==> src/rtl/alu_md_seq.sv <==
// alu_md_seq: sequential execute-stage ALU with RV32M/RV64M multiply/divide.
// Base ops and divide special cases finish in one cycle; multiply and divide
// run XLEN iterations on a single shared 2*XLEN accumulator.
module alu_md_seq #(
    parameter int XLEN = 32
) (
    input  logic            clk,
    input  logic            rst_n,
    input  logic            flush,
    input  logic            in_valid,
    output logic            in_ready,
    input  logic            md_en,
    input  logic [3:0]      alu_control,
    input  logic [2:0]      md_op,
    input  logic [XLEN-1:0] A,
    input  logic [XLEN-1:0] B,
    output logic            out_valid,
    output logic [XLEN-1:0] Result,
    output logic            Zero
);
    localparam int SW = $clog2(XLEN);
    localparam int CW = $clog2(XLEN) + 1;

    localparam logic [3:0] ALU_ADD    = 4'd0;
    localparam logic [3:0] ALU_SUB    = 4'd1;
    localparam logic [3:0] ALU_SLL    = 4'd2;
    localparam logic [3:0] ALU_SLT    = 4'd3;
    localparam logic [3:0] ALU_SLTU   = 4'd4;
    localparam logic [3:0] ALU_XOR    = 4'd5;
    localparam logic [3:0] ALU_SRL    = 4'd6;
    localparam logic [3:0] ALU_SRA    = 4'd7;
    localparam logic [3:0] ALU_OR     = 4'd8;
    localparam logic [3:0] ALU_AND    = 4'd9;
    localparam logic [3:0] ALU_COPY_B = 4'd10;

    typedef enum logic [1:0] {IDLE, CALC, DONE} state_t;

    state_t            state_q, state_d;
    logic [CW-1:0]     cnt_q, cnt_d;
    logic [2*XLEN-1:0] acc_q, acc_d;     // mul: {partial, multiplier}; div: {rem, quotient}
    logic [XLEN-1:0]   b_q, b_d;         // multiplicand / divisor magnitude
    logic [2:0]        op_q, op_d;
    logic              neg_q, neg_d;     // product / quotient sign
    logic              rneg_q, rneg_d;   // remainder sign
    logic [XLEN-1:0]   result_q, result_d;
    logic              zero_q, zero_d;
    logic              out_valid_q, out_valid_d;

    logic [SW-1:0]     shamt;
    logic [XLEN-1:0]   alu_res;
    logic              a_sgn, b_sgn, sa, sb;
    logic [XLEN-1:0]   mag_a, mag_b;
    logic              b_zero, ovf, special;
    logic [XLEN-1:0]   spec_res;
    logic [XLEN:0]     m_sum;
    logic [2*XLEN-1:0] mul_next, prod;
    logic [XLEN:0]     r_sh;
    logic [XLEN-1:0]   r_sub;
    logic              r_ge;
    logic [2*XLEN-1:0] div_next;
    logic [XLEN-1:0]   quo, rem, md_res;
    logic              res_we;

    assign shamt = B[SW-1:0];

    // Single-cycle base ALU; unknown codes pass A through.
    always_comb begin
        alu_res = A;
        case (alu_control)
            ALU_ADD:    alu_res = A + B;
            ALU_SUB:    alu_res = A - B;
            ALU_SLL:    alu_res = A << shamt;
            ALU_SLT:    alu_res = {{(XLEN-1){1'b0}}, $signed(A) < $signed(B)};
            ALU_SLTU:   alu_res = {{(XLEN-1){1'b0}}, A < B};
            ALU_XOR:    alu_res = A ^ B;
            ALU_SRL:    alu_res = A >> shamt;
            ALU_SRA:    alu_res = $signed(A) >>> shamt;
            ALU_OR:     alu_res = A | B;
            ALU_AND:    alu_res = A & B;
            ALU_COPY_B: alu_res = B;
            default:    alu_res = A;
        endcase
    end

    // Operand signedness, magnitudes and the divide special cases at accept.
    always_comb begin
        a_sgn    = md_op[2] ? !md_op[0] : (md_op[1:0] == 2'd1 || md_op[1:0] == 2'd2);
        b_sgn    = md_op[2] ? !md_op[0] : (md_op[1:0] == 2'd1);
        sa       = a_sgn & A[XLEN-1];
        sb       = b_sgn & B[XLEN-1];
        mag_a    = sa ? -A : A;
        mag_b    = sb ? -B : B;
        b_zero   = (B == '0);
        ovf      = !md_op[0] && (A == {1'b1, {(XLEN-1){1'b0}}}) && (B == '1);
        special  = md_op[2] && (b_zero || ovf);
        if (b_zero) spec_res = md_op[1] ? A : '1;
        else        spec_res = md_op[1] ? '0 : A;
    end

    // One shift-add multiply step and one restoring divide step per cycle.
    always_comb begin
        m_sum    = {1'b0, acc_q[2*XLEN-1:XLEN]} + (acc_q[0] ? {1'b0, b_q} : '0);
        mul_next = {m_sum, acc_q[XLEN-1:1]};
        prod     = neg_q ? -mul_next : mul_next;
        r_sh     = {acc_q[2*XLEN-1:XLEN], acc_q[XLEN-1]};
        r_sub    = r_sh[XLEN-1:0] - b_q;
        r_ge     = (r_sh >= {1'b0, b_q});
        div_next = r_ge ? {r_sub, acc_q[XLEN-2:0], 1'b1}
                        : {r_sh[XLEN-1:0], acc_q[XLEN-2:0], 1'b0};
        quo      = neg_q  ? -div_next[XLEN-1:0]      : div_next[XLEN-1:0];
        rem      = rneg_q ? -div_next[2*XLEN-1:XLEN] : div_next[2*XLEN-1:XLEN];
        if (op_q[2])             md_res = op_q[1] ? rem : quo;
        else if (op_q[1:0] != 0) md_res = prod[2*XLEN-1:XLEN];
        else                     md_res = prod[XLEN-1:0];
    end

    // Next-state logic for the IDLE/CALC/DONE sequencer.
    always_comb begin
        state_d     = state_q;
        cnt_d       = cnt_q;
        acc_d       = acc_q;
        b_d         = b_q;
        op_d        = op_q;
        neg_d       = neg_q;
        rneg_d      = rneg_q;
        result_d    = result_q;
        out_valid_d = 1'b0;
        res_we      = 1'b0;
        case (state_q)
            IDLE: begin
                if (in_valid && !flush) begin
                    if (!md_en || special) begin
                        result_d    = !md_en ? alu_res : spec_res;
                        res_we      = 1'b1;
                        out_valid_d = 1'b1;
                        state_d     = DONE;
                    end else begin
                        acc_d   = {{XLEN{1'b0}}, mag_a};
                        b_d     = mag_b;
                        op_d    = md_op;
                        neg_d   = sa ^ sb;
                        rneg_d  = sa;
                        cnt_d   = CW'(XLEN);
                        state_d = CALC;
                    end
                end
            end
            CALC: begin
                if (flush) begin
                    state_d = IDLE;
                end else begin
                    acc_d = op_q[2] ? div_next : mul_next;
                    cnt_d = cnt_q - 1'b1;
                    if (cnt_q == 1) begin
                        result_d    = md_res;
                        res_we      = 1'b1;
                        out_valid_d = 1'b1;
                        state_d     = DONE;
                    end
                end
            end
            default: state_d = IDLE;
        endcase
        zero_d = res_we ? (result_d == '0) : zero_q;
    end

    // All state and registered outputs.
    always_ff @(posedge clk or negedge rst_n) begin
        if (!rst_n) begin
            state_q     <= IDLE;
            cnt_q       <= '0;
            acc_q       <= '0;
            b_q         <= '0;
            op_q        <= '0;
            neg_q       <= 1'b0;
            rneg_q      <= 1'b0;
            result_q    <= '0;
            zero_q      <= 1'b1;
            out_valid_q <= 1'b0;
        end else begin
            state_q     <= state_d;
            cnt_q       <= cnt_d;
            acc_q       <= acc_d;
            b_q         <= b_d;
            op_q        <= op_d;
            neg_q       <= neg_d;
            rneg_q      <= rneg_d;
            result_q    <= result_d;
            zero_q      <= zero_d;
            out_valid_q <= out_valid_d;
        end
    end

    assign in_ready  = (state_q == IDLE);
    assign out_valid = out_valid_q;
    assign Result    = result_q;
    assign Zero      = zero_q;
endmodule
==> config.mk <==
export PLATFORM = sky130hd
export DESIGN_NAME = alu_md_seq
export DESIGN_NICKNAME = d
export VERILOG_FILES = /design/src/rtl/alu_md_seq.sv
export SDC_FILE = /design/constraint.sdc
export NUM_CORES = 1
export LEC_CHECK = 0
export BUFFER_PORTS_ARGS = -buffer_cell sky130_fd_sc_hd__buf_2
export CORE_UTILIZATION = 35
export CTS_BUF_LIST = sky130_fd_sc_hd__clkbuf_4
export CTS_CLUSTER_DIAMETER = 100
export DETAILED_ROUTE_END_ITERATION = 8
export PLACE_DENSITY = 0.51
export SKIP_LAST_GASP = 1
export SYNTH_ARGS = -nofsm -noshare
export SYNTH_HDL_FRONTEND = slang
export SYNTH_SLANG_ARGS = --single-unit
==> constraint.sdc <==
create_clock -name clk -period 12.44 [get_ports clk]
set_input_delay 1.244 -clock clk [delete_from_list [all_inputs] [get_ports clk]]
set_output_delay 1.244 -clock clk [all_outputs]
set_load 0.005 [all_outputs]
---- Word level (Yosys, flattened, before mapping) ----
Cells that the tools add are included.
word-level totals
  bits in registers ....................... 143
  bits of input ports ..................... 76
  output and inout port bits .............. 35
  word-level logic and storage cells ...... 113
cells by class
  add/subtract/negate cells ............... 10
  order comparisons ....................... 3
  eq/ne operators ......................... 20
  shifts and indexed selects .............. 3
  multiplexer cells ....................... 41
  bitwise gates (word level) .............. 7
  reduce and logical (&&, ||, !) cells .... 19
operator list
  kind                                                 count
  two-way mux 32 bit                                   16
  two-way mux 64 bit                                   6
  one-hot mux 32 bit (11 select lines)                 1
  negation 32 bit                                      4
  one-hot mux 64 bit (2 select lines)                  1
  equality test 32 bit, second input constant          2
  logical NOT 32 bit                                   2
  < comparator 32 bit                                  2
  negation 64 bit                                      1
  one-hot mux 32 bit (2 select lines)                  1
  subtractor 32 bit                                    2
  adder 32 x 32 -> 33 bit                              1
  >= comparator 33 x 32 -> 1 bit                       1
  adder 32 bit                                         1
  bitwise AND 32 bit                                   1
  OR 32 bit                                            1
  << shifter 32 x 5 -> 32 bit                          1
  right shift 32 x 5 -> 32 bit                         1
  >>> shifter 32 x 5 -> 32 bit                         1
  XOR 32 bit                                           1
  two-way mux 6 bit                                    3
  equality test 4 x 3 -> 1 bit, second input constant  4
  equality test 4 bit, second input constant           3
  one-hot mux 6 bit (2 select lines)                   1
  other kinds (25)                                     45

---- Depth between registers and ports, before layout ----
  depth in word-level cells ............... 10
  gate-level depth with buffers ........... 28

---- Worst setup path after synthesis ----
No wires, ideal clock.
  path kind ............................... input to register
  from .................................... input B[2]
  to ...................................... register zero_q, in the netlist Zero
  library setup time ...................... 0.061 ns
  data arrival time ....................... 6.271 ns
  data required time ...................... 12.379 ns
  setup slack ............................. 6.108 ns
  cell stages on the path ................. 21
  path buffers ............................ 5
  path through ............................ clkbuf_1 > inv_2 > buf_1 > clkbuf_1 > clkbuf_1 > ha_1 > clkbuf_1 > nand2b_1 > a221oi_1 > o21bai_1 > mux2_2 > a21oi_1 > o211ai_1 > a32oi_1 > o211ai_1 > or4_1 > a2111o_1 > a2111oi_2 > o2111ai_1 > or4_1 > nand2_1
on the way
  longest elaborated chain between the ends .. 9
RTL lines
  item                                                                       RTL line  source
  from (decl)                                                                16        input logic [XLEN-1:0] B,
  parallel branches: the longest is 5 deep, another holds subtractor 32 bit  -
  two-way mux 32 bit *                                                       132       if (!md_en || special) begin
  two-way mux 32 bit *                                                       131       if (in_valid && !flush) begin
  one-hot mux 32 bit (2 select lines) *                                      129       case (state_q)
  via result_d[6]                                                            45        logic [XLEN-1:0] result_q, result_d;
  logical NOT 32 bit *                                                       164       zero_d = res_we ? (result_d == '0) : zero_q;
  to (signal assigned)                                                       189       zero_q <= zero_d;
  to (decl)                                                                  46        logic zero_q, zero_d;
Mark *: on every way through the listed nets, which the timed path passes.
A chain may end at the register's enable or synchronous reset.

---- Worst setup path in the final report ----
  from .................................... register acc_q[51]
  to ...................................... register zero_q, in the netlist Zero
on the way
  longest elaborated chain between the ends .. 10
RTL lines
  item                                                                        RTL line  source
  from (decl)                                                                 40        logic [2*XLEN-1:0] acc_q, acc_d;
  from (signal assigned)                                                      172       acc_q <= '0;
  from (signal assigned)                                                      183       acc_q <= acc_d;
  subtractor 32 bit / >= comparator 33 x 32 -> 1 bit (equally long branches)  106, 107
  two-way mux 64 bit                                                          108       div_next = r_ge ? {r_sub, acc_q[XLEN-2:0], 1'b1}
  negation 32 bit, on equally long branches                                   111, 110
  two-way mux 32 bit, on equally long branches                                111, 110
  two-way mux 32 bit                                                          112       if (op_q[2]) md_res = op_q[1] ? rem : quo;
  two-way mux 32 bit *                                                        112
  two-way mux 32 bit *                                                        154       if (cnt_q == 1) begin
  two-way mux 32 bit *                                                        149       if (flush) begin
  one-hot mux 32 bit (2 select lines) *                                       129
  via result_d[23]                                                            45
  logical NOT 32 bit *                                                        164
The timed path passes the listed nets; every way through them passes the cells marked *.

==> metrics.csv <==
stage;metric;value;unit
die;core area;0.07734;mm^2
timing;final hold viol count;0;
synthesis;commonest register cell after synthesis;dfrtp_1;
drt;Vias/cell;6.873;
global_routing;GRT Total Usage;38.73;%
synthesis;Yosys cell types;95;
global_routing;largest net degree at the start of global routing;94;
timing;Max Clk Rate;0.1422;GHz
timing;min Tclk post-route;7031;ps
setup_path;worst path required time;13130;ps
setup_path;Arrival @ worst endpoint;7720;ps
die;Die Ht;281.4;um
synthesis;Seq cells post-synth;143;
timing;fraction of the cycle the final worst path needs;56.52;%
clocking;PostCTS Resize Cnt;0;
die;Die X;281.4;um
power;pwr dens;160.0;mW/mm^2
timing;Setup TNS;0;ps
synthesis;Mapped Area;0.02731;mm^2
drt;routed wl met2;62.36;mm
job;Max-Cap Viols;0;
final_layout;share of cells above drive strength 1;10.47;%
clocking;post-CTS setup buffer count;0;
timing;Relative slew margins;9.099;%
clocking;Bufs on Longest Clock Path;2;
clocking;CTS Hold Bufs;0;
clocking;Clock Sinks;143;
drt;routed len/inst;32.67;um
final_layout;Final Util;37.46;%
global_routing;first-pass GRT wire length;221.7;mm
global_routing;GRT overflow;0;
hold_path;hold path cells;2;
setup_path;CP Class;reg2reg;
hold_path;worst hold path type;reg2reg;
clocking;H-tree depth;4;
global_routing;vias in the first global route;29260;
final_layout;Final Net Count;3989;
drt;metal3 WL;19.69;mm
timing;Max Slew Vio Count;0;
synthesis;average size of a mapped cell;7.105;um^2
timing;Worst-Margin Slew;1360;ps
drt;wl on met1;64.48;mm
placement;number of port buffers;110;
clocking;CTS tree;yes;
drt;top layer reached by signal wires;met5;
die;Rows;102;
power;Total Power;0.004636;W
timing;Final Setup Violations;0;
timing;clock skew;26.31;ps
setup_path;Reg2Reg Depth;16;
clocking;CTS buffer count;17;
timing;unrepaired setup endpoints after global routing;no;
die;Initial Util;35.32;%
final_layout;synth-to-layout area growth;6.070;%
placement;gpl congestion;1.107;
drt;ANT nets after route;0;
clocking;Clock Tree Root;clkbuf_4;
power;Lkg Pwr;11.50;nW
synthesis;share of synthesized registers carrying an async set or reset;100.0;%
die;total die area;0.07916;mm^2
drt;DRC marker count from the first detailed-route iteration;4845;
die;# IOs;111;
synthesis;Mapped Cells;3844;
clocking;Worst-path clk slew;160;ps
synthesis;sequential area share after synthesis;13.11;%
power;Peak VDD IR;0.00009715;V
drt;TritonRoute pass-1 iters;7;
global_routing;initial antenna violation count;11;
clocking;clock latency on the worst-skew pair;750;ps
outcome;status;finished, final reports clean;
synthesis;number of synthesized flops with an enable pin;0;
setup_path;Crit. End Element;flop;
synthesis;syn_nets;4093;
drt;# DRC;0;
setup_path;Worst Path Max Fanout;51;
placement;DP HPWL;120.4;mm
setup_path;startpoint type of the worst setup path;flop;
drt;routed vias;32990;
final_layout;fill count;8448;
drt;drt total wl;156.8;mm
synthesis;Syn. warnings;0;
registers in the layout, indices dropped and copies added, names as in the netlist:
name,flops
b_q,32
acc_q,64
Result,32
Zero,1
rneg_q,1
neg_q,1
out_valid,1
op_q,3
state_q,2
cnt_q,6
path summary, 6_finish.rpt:
| path | start | end | slack (ps) |
|---|---|---|---|
| max in group asynchronous | rst_n | b_q[16]$_DFFE_PN0P_ | 10520 |
| worst min register to register | b_q[17]$_DFFE_PN0P_ | b_q[17]$_DFFE_PN0P_ | 490 |
| worst max register to register | acc_q[51]$_DFFE_PN0P_ | Zero$_DFFE_PN1P_ | 5410 |
| worst max-delay path | acc_q[51]$_DFFE_PN0P_ | Zero$_DFFE_PN1P_ | 5410 |
| worst min-delay path | b_q[17]$_DFFE_PN0P_ | b_q[17]$_DFFE_PN0P_ | 490 |
| min in group asynchronous | rst_n | cnt_q[1]$_DFFE_PN0P_ | 560 |
area by class of cell:
type	instances	area (um^2)	share of cell area [%]
timing repair buffer	190	1162	4.012
clock inverter	14	133.9	0.4621
clock buffer	18	135.1	0.4664
multi-input combinational	3222	22010	75.98
tap	1040	1301	4.492
inverter	166	623.1	2.151
sequential	143	3585	12.37
antenna	7	17.52	0.06046
report_power, final:
group	internal (W)	leakage, nW	switching [W]
clock network	0.000104	0.134	0.000223
logic	0.00111	9.58	0.00232
registers	0.000593	1.78	0.000284
per-layer routing:
metal,up-vias,global-route usage [%]
met5,-,0
met4,12,20.85
met3,430,10.81
met2,2372,53.79
met1,15980,53.61
li1,14190,-
per-stage QoR:
step / setup WS, ps / instance area [um^2] / std cells / hold slack, ps
after global routing: 5275 / 28960 / 4797 / 530.4
after floorplan: 6108 / 27310 / 3844 / 443.6
after global placement: 5181 / 28680 / 4761 / 463.5
after detailed placement: 5181 / 28680 / 4761 / 470.1
after CTS: 5673 / 28950 / 4793 / 500.8
final: 5409 / 28970 / 4800 / 493.8
Yosys cell counts (81+ instances only):
cell      instances  area, um^2
nand2_1         430        1614
nor2_1          349        1310
o21ai_0         310        1551
a21oi_1         266        1331
clkbuf_1        264       991.0
ha_1            169        2115
inv_1           156       585.6
dfrtp_1         142        3553
xnor2_1         139        1217
mux2i_1         101        1011
nor3_1           92       460.4
nand3_1          81       405.4
cells by family after synthesis:
logic type | share of synthesized area, %
AOI/OAI and AO/OA | 31.78
xor gates and xnor gates | 6.862
muxes | 9.556
buffers and inverters | 6.652
adders and majority gates | 8.072
DFF | 13.11
and+or+nand+nor | 23.97
worst max-delay path: stages (launching register included):
cell	delay, ps
dfrtp_1	470
ha_1	530
nand4_1	470
nor4_1	960
a31o_2	270
o221ai_1	360
nand3_2	200
buf_4	600
mux2i_1	540
nand2_1	200
nor3_1	600
o2bb2ai_1	220
nand2b_1	90
a31o_2	210
or4b_2	650
or4_1	480
nand2_1	80
placed cells by master (no fill, tap or decap), drive strengths merged, types with 32 or more instances in the layout:
| cell | synthesis | routed |
|---|---|---|
| xnor2 | 139 | 139 |
| or4 | 33 | 33 |
| inv | 161 | 166 |
| o21ai | 318 | 318 |
| xor2 | 75 | 75 |
| a21oi | 266 | 266 |
| o31ai | 56 | 56 |
| nor2 | 350 | 350 |
| nand2b | 39 | 39 |
| nand2 | 430 | 430 |
| nand3 | 81 | 81 |
| mux2i | 101 | 101 |
| a21o | 49 | 49 |
| nor3 | 92 | 92 |
| o211ai | 80 | 80 |
| a31oi | 43 | 43 |
| nand4 | 46 | 46 |
| or3 | 46 | 46 |
| buf | 45 | 190 |
| mux4 | 55 | 55 |
| mux2 | 32 | 32 |
| o22ai | 44 | 44 |
| ha | 169 | 169 |
| dfrtp | 142 | 142 |
| nor4 | 51 | 51 |
| a211oi | 59 | 59 |
| a221oi | 33 | 33 |
Note: power is estimated with default switching activity, not from simulation.
